===== config.mk =====
export PLATFORM = sky130hd
export DESIGN_NAME = vga_menu_controller_flat
export DESIGN_NICKNAME = d
export VERILOG_FILES = /design/src/rtl/vga_menu_controller_pkg.sv /design/src/rtl/vga_menu_controller_if.sv /design/src/rtl/vga_timing_gen.sv /design/src/rtl/vga_menu_controller.sv /design/src/flat_wrapper.sv
export SDC_FILE = /design/constraint.sdc
export NUM_CORES = 1
export LEC_CHECK = 0
export CAP_MARGIN = 10
export CORE_UTILIZATION = 40
export CTS_CLUSTER_DIAMETER = 40
export DETAILED_ROUTE_END_ITERATION = 12
export PLACE_DENSITY_LB_ADDON = 0.08
export SETUP_SLACK_MARGIN = 0.5
export SYNTH_ARGS = -nofsm -noshare
export SYNTH_HDL_FRONTEND = slang
export SYNTH_HIERARCHICAL = 1
export SYNTH_SLANG_ARGS = --single-unit

===== constraint.sdc =====
create_clock -name CLOCK_50 -period 2.6 [get_ports CLOCK_50]
set_clock_uncertainty 0.2 [all_clocks]
set_input_delay 0.39 -clock CLOCK_50 [delete_from_list [all_inputs] [get_ports CLOCK_50]]
set_output_delay 0.39 -clock CLOCK_50 [all_outputs]
set_load 0.02 [all_outputs]

===== src/rtl/vga_menu_controller_pkg.sv =====
// ---------------------------------------------------------------------------
// vga_pkg
//   Shared definitions for the VGA menu controller:
//   - vga_timing_t : horizontal/vertical timing parameter set.
//   - VGA_640X480_60 and DEF_* : default 640x480@60 Hz timing and menu knobs.
//   - menu_state_t : menu/countdown FSM states (2-bit encoding).
// ---------------------------------------------------------------------------
package vga_pkg;

    typedef struct packed {
        logic [15:0] h_active;
        logic [15:0] h_fp;
        logic [15:0] h_sync;
        logic [15:0] h_bp;
        logic [15:0] v_active;
        logic [15:0] v_fp;
        logic [15:0] v_sync;
        logic [15:0] v_bp;
    } vga_timing_t;

    localparam vga_timing_t VGA_640X480_60 = '{
        h_active : 16'd640,
        h_fp     : 16'd16,
        h_sync   : 16'd96,
        h_bp     : 16'd48,
        v_active : 16'd480,
        v_fp     : 16'd10,
        v_sync   : 16'd2,
        v_bp     : 16'd33
    };

    localparam int DEF_CLK_DIV        = 2;
    localparam int DEF_N_OPTIONS      = 9;
    localparam int DEF_DEB_CYCLES     = 250000;
    localparam int DEF_TIMEOUT_FRAMES = 1800;

    typedef enum logic [1:0] {
        IDLE     = 2'd0,
        COUNTING = 2'd1,
        DONE     = 2'd2,
        TIMEOUT  = 2'd3
    } menu_state_t;

endpackage


===== src/rtl/vga_menu_controller_if.sv =====
// ---------------------------------------------------------------------------
// vga_menu_controller_if
//   Bundles the buttons, VGA pins, pixel coordinates and menu status of the
//   controller. Clock and reset are kept outside the interface.
//   master : the controller (consumes buttons, drives everything else).
//   slave  : board top / pixel generator / bench side.
//   Parameters must match the controller's timing:
//     HW = $clog2(H_TOTAL), VW = $clog2(V_TOTAL), SEL_W = $clog2(N_OPTIONS).
//   dbg_state exposes the menu FSM state (menu_state_t encoding).
// ---------------------------------------------------------------------------
interface vga_menu_controller_if #(
    parameter int HW    = 10,
    parameter int VW    = 10,
    parameter int SEL_W = 4
);
    logic             move;
    logic             select;
    logic             VGA_HS;
    logic             VGA_VS;
    logic             VGA_CLK;
    logic             VGA_SYNC_N;
    logic             VGA_BLANK_N;
    logic [HW-1:0]    hcount;
    logic [VW-1:0]    vcount;
    logic             frame_start;
    logic [SEL_W-1:0] selected;
    logic             counting;
    logic             finish;
    logic             finish_timeout;
    logic [1:0]       dbg_state;

    modport master (
        input  move, select,
        output VGA_HS, VGA_VS, VGA_CLK, VGA_SYNC_N, VGA_BLANK_N,
        output hcount, vcount, frame_start,
        output selected, counting, finish, finish_timeout, dbg_state
    );

    modport slave (
        output move, select,
        input  VGA_HS, VGA_VS, VGA_CLK, VGA_SYNC_N, VGA_BLANK_N,
        input  hcount, vcount, frame_start,
        input  selected, counting, finish, finish_timeout, dbg_state
    );
endinterface


===== src/rtl/vga_timing_gen.sv =====
// ---------------------------------------------------------------------------
// vga_timing_gen
//   Pixel-clock divider, h/v counters, sync/blank generation, frame pulse.
//   Ports:
//     i_clk         system clock (CLOCK_50)
//     i_rst_n       synchronous active-low reset
//     o_hcount      pixel x, 0..H_TOTAL-1
//     o_vcount      pixel y, 0..V_TOTAL-1
//     o_hs, o_vs    syncs, active at HS_POL / VS_POL
//     o_vga_clk     pixel clock, high while divider >= CLK_DIV/2
//     o_blank_n     1 inside the active area
//     o_frame_start one-cycle pulse on the edge h,v wrap to 0,0
// ---------------------------------------------------------------------------
module vga_timing_gen #(
    parameter int CLK_DIV  = 2,
    parameter int H_ACTIVE = 640,
    parameter int H_FP     = 16,
    parameter int H_SYNC   = 96,
    parameter int H_BP     = 48,
    parameter int V_ACTIVE = 480,
    parameter int V_FP     = 10,
    parameter int V_SYNC   = 2,
    parameter int V_BP     = 33,
    parameter bit HS_POL   = 1'b0,
    parameter bit VS_POL   = 1'b0,
    localparam int H_TOTAL = H_ACTIVE + H_FP + H_SYNC + H_BP,
    localparam int V_TOTAL = V_ACTIVE + V_FP + V_SYNC + V_BP,
    localparam int HW      = $clog2(H_TOTAL),
    localparam int VW      = $clog2(V_TOTAL)
) (
    input  logic          i_clk,
    input  logic          i_rst_n,
    output logic [HW-1:0] o_hcount,
    output logic [VW-1:0] o_vcount,
    output logic          o_hs,
    output logic          o_vs,
    output logic          o_vga_clk,
    output logic          o_blank_n,
    output logic          o_frame_start
);

    localparam int DIV_W = $clog2(CLK_DIV);

    localparam logic [DIV_W-1:0] DIV_LAST = DIV_W'(CLK_DIV - 1);
    localparam logic [DIV_W-1:0] DIV_HALF = DIV_W'(CLK_DIV / 2);
    localparam logic [HW-1:0]    H_LAST   = HW'(H_TOTAL - 1);
    localparam logic [HW-1:0]    H_ACT    = HW'(H_ACTIVE);
    localparam logic [HW-1:0]    HS_START = HW'(H_ACTIVE + H_FP);
    localparam logic [HW-1:0]    HS_END   = HW'(H_ACTIVE + H_FP + H_SYNC - 1);
    localparam logic [VW-1:0]    V_LAST   = VW'(V_TOTAL - 1);
    localparam logic [VW-1:0]    V_ACT    = VW'(V_ACTIVE);
    localparam logic [VW-1:0]    VS_START = VW'(V_ACTIVE + V_FP);
    localparam logic [VW-1:0]    VS_END   = VW'(V_ACTIVE + V_FP + V_SYNC - 1);

    logic [DIV_W-1:0] r_div;
    logic [HW-1:0]    r_h;
    logic [VW-1:0]    r_v;
    logic             r_hs;
    logic             r_vs;
    logic             r_vga_clk;
    logic             r_blank_n;
    logic             r_frame_start;

    logic             w_pix_en;
    logic             w_h_wrap;
    logic             w_frame_wrap;
    logic [DIV_W-1:0] w_div_next;
    logic [HW-1:0]    w_h_next;
    logic [VW-1:0]    w_v_next;

    always_comb begin
        w_pix_en     = (r_div == DIV_LAST);
        w_div_next   = w_pix_en ? '0 : r_div + 1'b1;
        w_h_wrap     = w_pix_en && (r_h == H_LAST);
        w_frame_wrap = w_h_wrap && (r_v == V_LAST);
        w_h_next     = r_h;
        w_v_next     = r_v;
        if (w_pix_en) begin
            w_h_next = w_h_wrap ? '0 : r_h + 1'b1;
            if (w_h_wrap) begin
                w_v_next = (r_v == V_LAST) ? '0 : r_v + 1'b1;
            end
        end
    end

    // Sync, blank and pixel clock are decoded from the next counter values
    // so that they land on the same edge as hcount/vcount (no skew).
    always_ff @(posedge i_clk) begin
        if (!i_rst_n) begin
            r_div         <= '0;
            r_h           <= '0;
            r_v           <= '0;
            r_hs          <= ~HS_POL;
            r_vs          <= ~VS_POL;
            r_vga_clk     <= 1'b0;
            r_blank_n     <= 1'b0;
            r_frame_start <= 1'b0;
        end else begin
            r_div         <= w_div_next;
            r_h           <= w_h_next;
            r_v           <= w_v_next;
            r_vga_clk     <= (w_div_next >= DIV_HALF);
            r_hs          <= ((w_h_next >= HS_START) && (w_h_next <= HS_END)) ? HS_POL : ~HS_POL;
            r_vs          <= ((w_v_next >= VS_START) && (w_v_next <= VS_END)) ? VS_POL : ~VS_POL;
            r_blank_n     <= (w_h_next < H_ACT) && (w_v_next < V_ACT);
            r_frame_start <= w_frame_wrap;
        end
    end

    assign o_hcount      = r_h;
    assign o_vcount      = r_v;
    assign o_hs          = r_hs;
    assign o_vs          = r_vs;
    assign o_vga_clk     = r_vga_clk;
    assign o_blank_n     = r_blank_n;
    assign o_frame_start = r_frame_start;

endmodule


===== src/rtl/vga_menu_controller.sv =====
// ---------------------------------------------------------------------------
// vga_menu_controller
//   VGA timing front end plus menu selection and frame-based countdown.
//   Ports:
//     CLOCK_50  system clock
//     reset     synchronous, active-low reset
//     bus       vga_menu_controller_if.master:
//                 move/select (raw buttons, in), VGA_HS/VS/CLK/SYNC_N/BLANK_N,
//                 hcount/vcount, frame_start, selected, counting, finish,
//                 finish_timeout, dbg_state (FSM state) (out)
//   Each button is synchronised, debounced and turned into a one-cycle press
//   event. The FSM cycles the option cursor in IDLE, runs a frame countdown
//   in COUNTING and holds finish / finish_timeout in DONE / TIMEOUT.
// ---------------------------------------------------------------------------
module vga_menu_controller
    import vga_pkg::*;
#(
    parameter int CLK_DIV        = DEF_CLK_DIV,
    parameter int H_ACTIVE       = int'(VGA_640X480_60.h_active),
    parameter int H_FP           = int'(VGA_640X480_60.h_fp),
    parameter int H_SYNC         = int'(VGA_640X480_60.h_sync),
    parameter int H_BP           = int'(VGA_640X480_60.h_bp),
    parameter int V_ACTIVE       = int'(VGA_640X480_60.v_active),
    parameter int V_FP           = int'(VGA_640X480_60.v_fp),
    parameter int V_SYNC         = int'(VGA_640X480_60.v_sync),
    parameter int V_BP           = int'(VGA_640X480_60.v_bp),
    parameter bit HS_POL         = 1'b0,
    parameter bit VS_POL         = 1'b0,
    parameter int N_OPTIONS      = DEF_N_OPTIONS,
    parameter int DEB_CYCLES     = DEF_DEB_CYCLES,
    parameter bit BTN_ACTIVE_LOW = 1'b1,
    parameter int TIMEOUT_FRAMES = DEF_TIMEOUT_FRAMES
) (
    input  logic                  CLOCK_50,
    input  logic                  reset,
    vga_menu_controller_if.master bus
);

    localparam int SEL_W = $clog2(N_OPTIONS);
    localparam int DEB_W = $clog2(DEB_CYCLES + 1);
    localparam int FRM_W = $clog2(TIMEOUT_FRAMES + 1);

    localparam logic [SEL_W-1:0] SEL_LAST    = SEL_W'(N_OPTIONS - 1);
    localparam logic [DEB_W-1:0] DEB_FULL    = DEB_W'(DEB_CYCLES);
    localparam logic [FRM_W-1:0] FRAMES_LAST = FRM_W'(TIMEOUT_FRAMES - 1);

    localparam logic [1:0] ST_IDLE     = IDLE;
    localparam logic [1:0] ST_COUNTING = COUNTING;
    localparam logic [1:0] ST_DONE     = DONE;
    localparam logic [1:0] ST_TIMEOUT  = TIMEOUT;

    // ---------------------------------------------------------------- timing
    logic w_frame_start;

    vga_timing_gen #(
        .CLK_DIV  (CLK_DIV),
        .H_ACTIVE (H_ACTIVE),
        .H_FP     (H_FP),
        .H_SYNC   (H_SYNC),
        .H_BP     (H_BP),
        .V_ACTIVE (V_ACTIVE),
        .V_FP     (V_FP),
        .V_SYNC   (V_SYNC),
        .V_BP     (V_BP),
        .HS_POL   (HS_POL),
        .VS_POL   (VS_POL)
    ) u_timing (
        .i_clk         (CLOCK_50),
        .i_rst_n       (reset),
        .o_hcount      (bus.hcount),
        .o_vcount      (bus.vcount),
        .o_hs          (bus.VGA_HS),
        .o_vs          (bus.VGA_VS),
        .o_vga_clk     (bus.VGA_CLK),
        .o_blank_n     (bus.VGA_BLANK_N),
        .o_frame_start (w_frame_start)
    );

    assign bus.frame_start = w_frame_start;
    assign bus.VGA_SYNC_N  = 1'b0;

    // --------------------------------------------------------------- buttons
    // Index 0 = move, 1 = select.
    logic [1:0] w_btn_pin;
    logic [1:0] w_btn_evt;

    assign w_btn_pin = {bus.select, bus.move};

    for (genvar gi = 0; gi < 2; gi++) begin : g_btn
        logic [1:0]       r_sync;    // pressed-polarity synchroniser
        logic             r_last;    // level of the current run of samples
        logic [DEB_W-1:0] r_cnt;     // length of that run, saturates at DEB_CYCLES
        logic             r_stable;  // accepted (debounced) pressed level
        logic             r_evt;
        logic             w_smp;

        assign w_smp = r_sync[1];

        always_ff @(posedge CLOCK_50) begin
            if (!reset) begin
                r_sync   <= '0;
                r_last   <= 1'b0;
                r_cnt    <= DEB_FULL;
                r_stable <= 1'b0;
                r_evt    <= 1'b0;
            end else begin
                r_sync <= {r_sync[0], w_btn_pin[gi] ^ BTN_ACTIVE_LOW};

                // A new level starts a fresh run counting this sample as the first.
                if (w_smp != r_last) begin
                    r_last <= w_smp;
                    r_cnt  <= DEB_W'(1);
                end else if (r_cnt != DEB_FULL) begin
                    r_cnt <= r_cnt + 1'b1;
                end

                // Accept the run level once it has lasted DEB_CYCLES samples;
                // only the not-pressed -> pressed acceptance is an event.
                if ((r_cnt == DEB_FULL) && (r_stable != r_last)) begin
                    r_stable <= r_last;
                    r_evt    <= r_last;
                end else begin
                    r_evt <= 1'b0;
                end
            end
        end

        assign w_btn_evt[gi] = r_evt;
    end

    logic w_move_evt;
    logic w_select_evt;

    assign w_move_evt   = w_btn_evt[0];
    assign w_select_evt = w_btn_evt[1];

    // ------------------------------------------------------------------- FSM
    logic [1:0]       r_state;
    logic [SEL_W-1:0] r_selected;
    logic [FRM_W-1:0] r_frames;
    logic             r_counting;
    logic             r_finish;
    logic             r_timeout;

    always_ff @(posedge CLOCK_50) begin
        if (!reset) begin
            r_state    <= ST_IDLE;
            r_selected <= '0;
            r_frames   <= '0;
            r_counting <= 1'b0;
            r_finish   <= 1'b0;
            r_timeout  <= 1'b0;
        end else begin
            case (r_state)
                ST_IDLE: begin
                    // select has priority; a simultaneous move is dropped.
                    if (w_select_evt) begin
                        r_state    <= ST_COUNTING;
                        r_frames   <= '0;
                        r_counting <= 1'b1;
                    end else if (w_move_evt) begin
                        r_selected <= (r_selected == SEL_LAST) ? '0 : r_selected + 1'b1;
                    end
                end
                ST_COUNTING: begin
                    // A user stop beats an expiry arriving on the same edge.
                    if (w_select_evt) begin
                        r_state    <= ST_DONE;
                        r_finish   <= 1'b1;
                        r_counting <= 1'b0;
                    end else if (w_frame_start) begin
                        r_frames <= r_frames + 1'b1;
                        if (r_frames == FRAMES_LAST) begin
                            r_state    <= ST_TIMEOUT;
                            r_timeout  <= 1'b1;
                            r_counting <= 1'b0;
                        end
                    end
                end
                ST_DONE, ST_TIMEOUT: begin
                    if (w_select_evt) begin
                        r_state   <= ST_IDLE;
                        r_finish  <= 1'b0;
                        r_timeout <= 1'b0;
                    end
                end
                default: begin
                    r_state <= ST_IDLE;
                end
            endcase
        end
    end

    assign bus.selected       = r_selected;
    assign bus.counting       = r_counting;
    assign bus.finish         = r_finish;
    assign bus.finish_timeout = r_timeout;
    assign bus.dbg_state      = r_state;

endmodule


===== src/flat_wrapper.sv =====
// flat-port wrapper written by rule: the top's interface ports become plain ports
module vga_menu_controller_flat import vga_pkg::*;
#(
    parameter int CLK_DIV        = DEF_CLK_DIV,
    parameter int H_ACTIVE       = int'(VGA_640X480_60.h_active),
    parameter int H_FP           = int'(VGA_640X480_60.h_fp),
    parameter int H_SYNC         = int'(VGA_640X480_60.h_sync),
    parameter int H_BP           = int'(VGA_640X480_60.h_bp),
    parameter int V_ACTIVE       = int'(VGA_640X480_60.v_active),
    parameter int V_FP           = int'(VGA_640X480_60.v_fp),
    parameter int V_SYNC         = int'(VGA_640X480_60.v_sync),
    parameter int V_BP           = int'(VGA_640X480_60.v_bp),
    parameter bit HS_POL         = 1'b0,
    parameter bit VS_POL         = 1'b0,
    parameter int N_OPTIONS      = DEF_N_OPTIONS,
    parameter int DEB_CYCLES     = DEF_DEB_CYCLES,
    parameter bit BTN_ACTIVE_LOW = 1'b1,
    parameter int TIMEOUT_FRAMES = DEF_TIMEOUT_FRAMES
)
  (CLOCK_50, reset, bus_move, bus_select, bus_VGA_HS, bus_VGA_VS, bus_VGA_CLK, bus_VGA_SYNC_N, bus_VGA_BLANK_N, bus_hcount, bus_vcount, bus_frame_start, bus_selected, bus_counting, bus_finish, bus_finish_timeout, bus_dbg_state);
  vga_menu_controller_if #(.HW(4), .VW(4), .SEL_W(4)) bus_i ();
  input  logic CLOCK_50;
  input  logic reset;
  input wire logic [$bits(bus_i.move)-1:0] bus_move;
  input wire logic [$bits(bus_i.select)-1:0] bus_select;
  output wire logic [$bits(bus_i.VGA_HS)-1:0] bus_VGA_HS;
  output wire logic [$bits(bus_i.VGA_VS)-1:0] bus_VGA_VS;
  output wire logic [$bits(bus_i.VGA_CLK)-1:0] bus_VGA_CLK;
  output wire logic [$bits(bus_i.VGA_SYNC_N)-1:0] bus_VGA_SYNC_N;
  output wire logic [$bits(bus_i.VGA_BLANK_N)-1:0] bus_VGA_BLANK_N;
  output wire logic [$bits(bus_i.hcount)-1:0] bus_hcount;
  output wire logic [$bits(bus_i.vcount)-1:0] bus_vcount;
  output wire logic [$bits(bus_i.frame_start)-1:0] bus_frame_start;
  output wire logic [$bits(bus_i.selected)-1:0] bus_selected;
  output wire logic [$bits(bus_i.counting)-1:0] bus_counting;
  output wire logic [$bits(bus_i.finish)-1:0] bus_finish;
  output wire logic [$bits(bus_i.finish_timeout)-1:0] bus_finish_timeout;
  output wire logic [$bits(bus_i.dbg_state)-1:0] bus_dbg_state;
  assign bus_i.move = bus_move;
  assign bus_i.select = bus_select;
  assign bus_VGA_HS = bus_i.VGA_HS;
  assign bus_VGA_VS = bus_i.VGA_VS;
  assign bus_VGA_CLK = bus_i.VGA_CLK;
  assign bus_VGA_SYNC_N = bus_i.VGA_SYNC_N;
  assign bus_VGA_BLANK_N = bus_i.VGA_BLANK_N;
  assign bus_hcount = bus_i.hcount;
  assign bus_vcount = bus_i.vcount;
  assign bus_frame_start = bus_i.frame_start;
  assign bus_selected = bus_i.selected;
  assign bus_counting = bus_i.counting;
  assign bus_finish = bus_i.finish;
  assign bus_finish_timeout = bus_i.finish_timeout;
  assign bus_dbg_state = bus_i.dbg_state;
  vga_menu_controller #(.CLK_DIV(CLK_DIV), .H_ACTIVE(H_ACTIVE), .H_FP(H_FP), .H_SYNC(H_SYNC), .H_BP(H_BP), .V_ACTIVE(V_ACTIVE), .V_FP(V_FP), .V_SYNC(V_SYNC), .V_BP(V_BP), .HS_POL(HS_POL), .VS_POL(VS_POL), .N_OPTIONS(N_OPTIONS), .DEB_CYCLES(DEB_CYCLES), .BTN_ACTIVE_LOW(BTN_ACTIVE_LOW), .TIMEOUT_FRAMES(TIMEOUT_FRAMES)) u_core (.CLOCK_50(CLOCK_50), .reset(reset), .bus(bus_i));
endmodule

# Yosys cells after proc, flatten, opt, wreduce, memory -nomap -nowiden
# Cells that the tools add are included.
# word_totals
output_inout_bits	23
input_bits	4
elab_cells	124
ff_bits	92
# classes
bitwise	4
eq_ne	23
n_reduce_logical	23
n_addsub	7
order_cmp	7
n_mux	34
# op_table
op	count
$mux 18	4
$mux 10	5
$add 18x1->18 const B	2
$eq 18x18->1 const B	2
$ne 18x18->1 const B	2
$mux 11	3
$pmux 11 s2	1
$add 10x1->10 const B	2
$eq 10x10->1 const B	2
$reduce_and 4->1	3
$add 11x1->11 const B	1
$eq 11x11->1 const B	1
$mux 1	11
$ge 10x10->1 const B	1
$ge 10x9->1 const B	1
$le 10x10->1 const B	1
$le 10x9->1 const B	1
$lt 10x10->1 const B	1
$lt 10x9->1 const B	1
$mux 2	5
$ne 2x1->1 const B	4
$reduce_bool 2->1	4
$logic_and 1x1->1	7
$pmux 1 s2	3
18 further kinds	30

# Depth between registers and ports, before layout
# depth
depth_word	7
mapped_depth	8
mapped_depth_nobuf	7

# Modules after synthesis
# The synthesis kept the hierarchy.
# modules_own_cells
module	instances	area_each_um2	cells_per_inst	seq_area_each_um2
vga_menu_controller	1	3133.0	367	1321.3
vga_timing_gen	1	1497.7	181	500.5

# Worst setup path before layout
# Ideal clock, no wire load.
# synth_path
path_kind	flip-flop to flip-flop
from	register u_core.u_timing.r_h[0] (netlist: u_core/u_timing/o_hcount[0])
to	register u_core.u_timing.r_vs (netlist: u_core/u_timing/o_vs)
path_buffers	2
path_stages_with_launch	9
setup_time_ns	0.134
setup_slack_ns	-0.002
t_required_ns	2.266
period_less_slack_ns	2.602
arrival_ns	2.268
cell_sequence	dfxtp_1 > ha_1 > and2_1 > clkbuf_1 > and4_1 > buf_2 > o2111a_1 > o221ai_1 > or4b_1
# synth_via
elab_chain_len	7
elab_cells_between_ends	8
# synth_lines
item	line	rtl
start, declared	vga_timing_gen.sv:56	logic [HW-1:0] r_h;
start signal, assigned	vga_timing_gen.sv:100	r_h <= w_h_next;
$eq 10x10->1 (*)	vga_timing_gen.sv:74	w_h_wrap = w_pix_en && (r_h == H_LAST);
$logic_and 1x1->1 (*)	vga_timing_gen.sv:74	
$mux 10 (*)	vga_timing_gen.sv:80	if (w_h_wrap) begin
$mux 10 (*)	vga_timing_gen.sv:78	if (w_pix_en) begin
$ge 10x9->1 or $le 10x9->1 (tied branches)	vga_timing_gen.sv:104	r_vs <= ((w_v_next >= VS_START) && (w_v_next <= VS_END)) ? VS_POL : ~VS_POL;
$logic_and 1x1->1 (*)	vga_timing_gen.sv:104	
$mux 1 (*)	vga_timing_gen.sv:104	
end signal, assigned	vga_timing_gen.sv:94	r_vs <= ~VS_POL;
end signal, assigned	vga_timing_gen.sv:104	
end, declared	vga_timing_gen.sv:59	logic r_vs;
# Every way passes the cells marked *; elsewhere a longest branch is shown, timed or not.
# A chain may end at the register's enable or synchronous reset.

# Worst setup path after layout
# layout_path
from	register u_core.u_timing.r_v[8] (netlist: u_core/u_timing/o_vcount[8])
to	register u_core.u_timing.r_vs (netlist: u_core/u_timing/o_vs)
# layout_via
elab_chain_len	7
elab_cells_between_ends	9
# layout_lines
item	line	rtl
start, declared	vga_timing_gen.sv:57	logic [VW-1:0] r_v;
start signal, assigned	vga_timing_gen.sv:101	r_v <= w_v_next;
$add 10x1->10 or $eq 10x10->1 (tied branches)	vga_timing_gen.sv:81	w_v_next = (r_v == V_LAST) ? '0 : r_v + 1'b1;
$mux 10	vga_timing_gen.sv:81	
$mux 10	vga_timing_gen.sv:80	
$mux 10 (*)	vga_timing_gen.sv:78	
$ge 10x9->1 or $le 10x9->1 (tied branches)	vga_timing_gen.sv:104	
$logic_and 1x1->1 (*)	vga_timing_gen.sv:104	
$mux 1 (*)	vga_timing_gen.sv:104	
# Marked as above.

==> qor.yml <==
synth:
  synth_edf_count: 0
  yosysTopAreaCell: "dfxtp_1"
  ys_types: 67
  ys_top_cells_by_area: "dfxtp_1 39%, nand3_1 5.0%, nor2_1 4.2%"
  synth.top_cell.area_share: 0.393
  seq_area_frac_synth: 0.393
  yosysWarnings: 6
  synthArstFlopShare: 0
  synth_flop_cell: "dfxtp_1"
  synthCells: 548
  syn_area_per_cell_um2: 8.45
  synth_nets: 562
  synth-seq-cells: 91
  synthesis.area_um2: 4630
clock_tree:
  htreeDepth: 3
  cts-root-buf: "clkbuf_16"
  cts_tree: "built"
  clockBufferDepth: 2
  clk_latency_ns: 0.35
  cts_inserted_buffers: 9
  clk_pin_slew_ns: 0.07
  postCtsHoldBufs: 0
  clock_sinks: 91
sta:
  final.period_utilization: 0.931
  final-setup-viol-count: 0
  hold_viol: 0
  layout_setup_ws_ns: 0.179
  slew_violations: 0
  rsz0062_at_grt: "yes"
  finalSetupTns_ns: 0
  fin_crit_ns: 2.42
  fmax_ghz: 0.413
  slew_headroom: 0.378
  tightest_slew_ns: 0.927
  holdWs_ns: 0.216
die:
  initial_core_util: 0.418
  die_x_um: 110
  rows: 38
  io_pins: 27
  die_area_um2: 12000
  die-height_um: 110
  core_area_um2: 11100
global_route:
  grt_pass1_vias: 3762
  grt_max_degree: 28
  antenna_found_initial: 0
  grt_overflow_total: 0
  grt_use_total: 0.190
  grt_first_pass_wirelength_mm: 17.8
route:
  drt_iter0_markers: 252
  drt-met1-wl_mm: 5.15
  vias: 4099
  avgViaCountPerCell: 5.61
  wl_per_cell_um: 14.4
  routed_wirelength_mm: 10.5
  met3_length_um: 368
  drc_errors: 0
  wl_met2_mm: 4.86
  drt_first_pass_iters: 5
  top_layer: "met4"
  final_antenna_net_count: 0
min_path:
  hp-class: "register to register"
worst_setup_path:
  critPathBufInv: 0
  path_cells: "or4b_4 -> o311a_4 -> a2111oi_4 -> o221ai_1 -> or4b_1"
  crit_path_max_incr_delay_ns: 0.55
  crit_path_end_kind: "register"
  critPathTopFamily: "simple AND/OR/NAND/NOR gates"
  worstPathMaxFanout: 3
  crit_arrival_ns: 2.44
  critical_path_class: "register to register"
  slowest_stage: "or4b_4"
  cp-start-kind: "register"
  worstPathRequired_ns: 2.62
power:
  power.density_nw_per_um2: 566
  ir_drop_mv: 0.658
  p_leak_uw: 0.00203
place:
  place_hpwl_mm: 7.20
  placed_area_um2: 5100
  place_ws_ns: 0.169
  numPortBuffers: 25
  place_congestion: 0.844
cells_and_area:
  antenna-diode-count: 0
  drive_gt1_frac: 0.118
  postLayoutCellArea_um2: 5540
  area_growth_pct: 19.6
  fin_nets: 600
  utilization: 0.500
  fillers: 1091
flow_run:
  timing.max_cap.violations: 0
outcome:
  status: "completed"
[per-layer routing]
layer | vias up | track usage
met1 | 1933 | 0.249
met5 | - | 0
met4 | 0 | 0.0590
met3 | 11 | 0.0498
li1 | 2078 | -
met2 | 77 | 0.303
[registers in the layout (all words and copies together) (netlist names), 2 cells and up]
signal,flops
u_core/g_btn.r_last,2
u_core/g_btn.r_sync,4
u_core/g_btn.r_evt,2
u_core/bus.dbg_state,2
u_core/r_frames,11
u_core/g_btn.r_cnt,36
u_core/bus.selected,4
u_core/g_btn.r_stable,2
u_core/u_timing/o_hcount,10
u_core/u_timing/o_vcount,10
[area by class of cell]
class,instances,area (µm²),share of cell area
multi-input combinational,414,2690,0.486
sequential,91,1850,0.333
timing repair buffer,47,423,0.0763
clock buffer,9,225,0.0407
tap,140,175,0.0316
clock inverter,7,92.6,0.0167
inverter,23,86.3,0.0156
[timing repair]
action                                  4_1_cts  5_1_grt
resized for setup                             8       16
pin swaps                                     0        1
endpoints found under the setup margin        6       17
buffers inserted                              4        4
endpoints found under the hold margin         0        0
cloned                                        0        0
[cell families (layout without fill, tap and decap cells)]
family | Yosys count | after routing | synth area share
AO/OA/AOI/OAI | 95 | 95 | 0.146
XOR/XNOR | 38 | 38 | 0.0719
adder cells (fa/ha/maj) | 10 | 10 | 0.0270
buffers and inverters | 43 | 86 | 0.0365
flip-flops | 91 | 91 | 0.393
multiplexers | 6 | 6 | 0.0132
other | 1 | 1 | 0.000810
AND/OR/NAND/NOR | 264 | 264 | 0.312
[worst paths after layout]
kind / startpoint / endpoint / slack [ns] / cells after the start
setup / recovery: u_core/u_timing/o_vcount[8]$_SDFF_PN0_ / u_core/u_timing/o_vs$_SDFF_PN1_ / 0.18 / 5
hold / removal: u_core/g_btn[0].r_stable$_SDFFE_PN0P_ / u_core/g_btn[0].r_evt$_SDFF_PN0_ / 0.22 / 1
setup reg to reg: u_core/u_timing/o_vcount[8]$_SDFF_PN0_ / u_core/u_timing/o_vs$_SDFF_PN1_ / 0.18 / 5
hold reg to reg: u_core/g_btn[0].r_stable$_SDFFE_PN0P_ / u_core/g_btn[0].r_evt$_SDFF_PN0_ / 0.22 / 1
[worst reg2reg max path, stage by stage (launching register included)]
cell and delay (ns):
dfxtp_2 0.33, or4b_4 0.55, o311a_4 0.38, a2111oi_4 0.20
o221ai_1 0.14, or4b_1 0.50
[cell usage after synthesis (all sizes together), types with 5 or more instances]
master and instances:
nor2 52, nand4b 5, or3 7, dfxtp 91, mux2i 5, nand2 45, nor2b 10, nor4 14
nand4 15, nand3 46, nor3 13, ha 10, clkbuf 16, inv 23, and2 13, a21boi 5
o211ai 6, and3 11, a21oi 21, nor4b 7, xnor2 19, o21ai 24, nand2b 6, xor2 19
o2111ai 6, and4 7
[per-stage QoR]
step,total power [µW],instances
2_1_floorplan,1700,548
4_1_cts,3190,727
3_5_place_dp,1780,707
5_1_grt,3300,731
3_3_place_gp,1780,707
6_report,3140,731
[power by group]
group	internal (µW)	switching [µW]	total (µW)
Sequential	1440	56.3	1490
Clock	840	547	1390
Combinational	108	149	257
Total	2390	752	3140
[cells in the final DEF (no fill, tap or decap), drive strengths merged, types with 4 or more instances in the layout]
cell and n:
clkbuf 9, xor2 19, o2111ai 6, nand4b 5
and4 7, ha 10, and2 13, a21oi 21
mux2i 5, clkinv 5, nor2b 10, nand2 45
buf 22, nor3 13, nand3 46, nor4b 7
or4 4, nor4 14, or3 7, a21boi 5
dfxtp 91, nand2b 6, inv 23, o21ai 24
o211ai 6, dlymetal6s2s 4, nor2 52, and3 11
clkdlybuf4s50 19, xnor2 19, nand4 15
No activity file was read; power rests on OpenSTA's default activity.
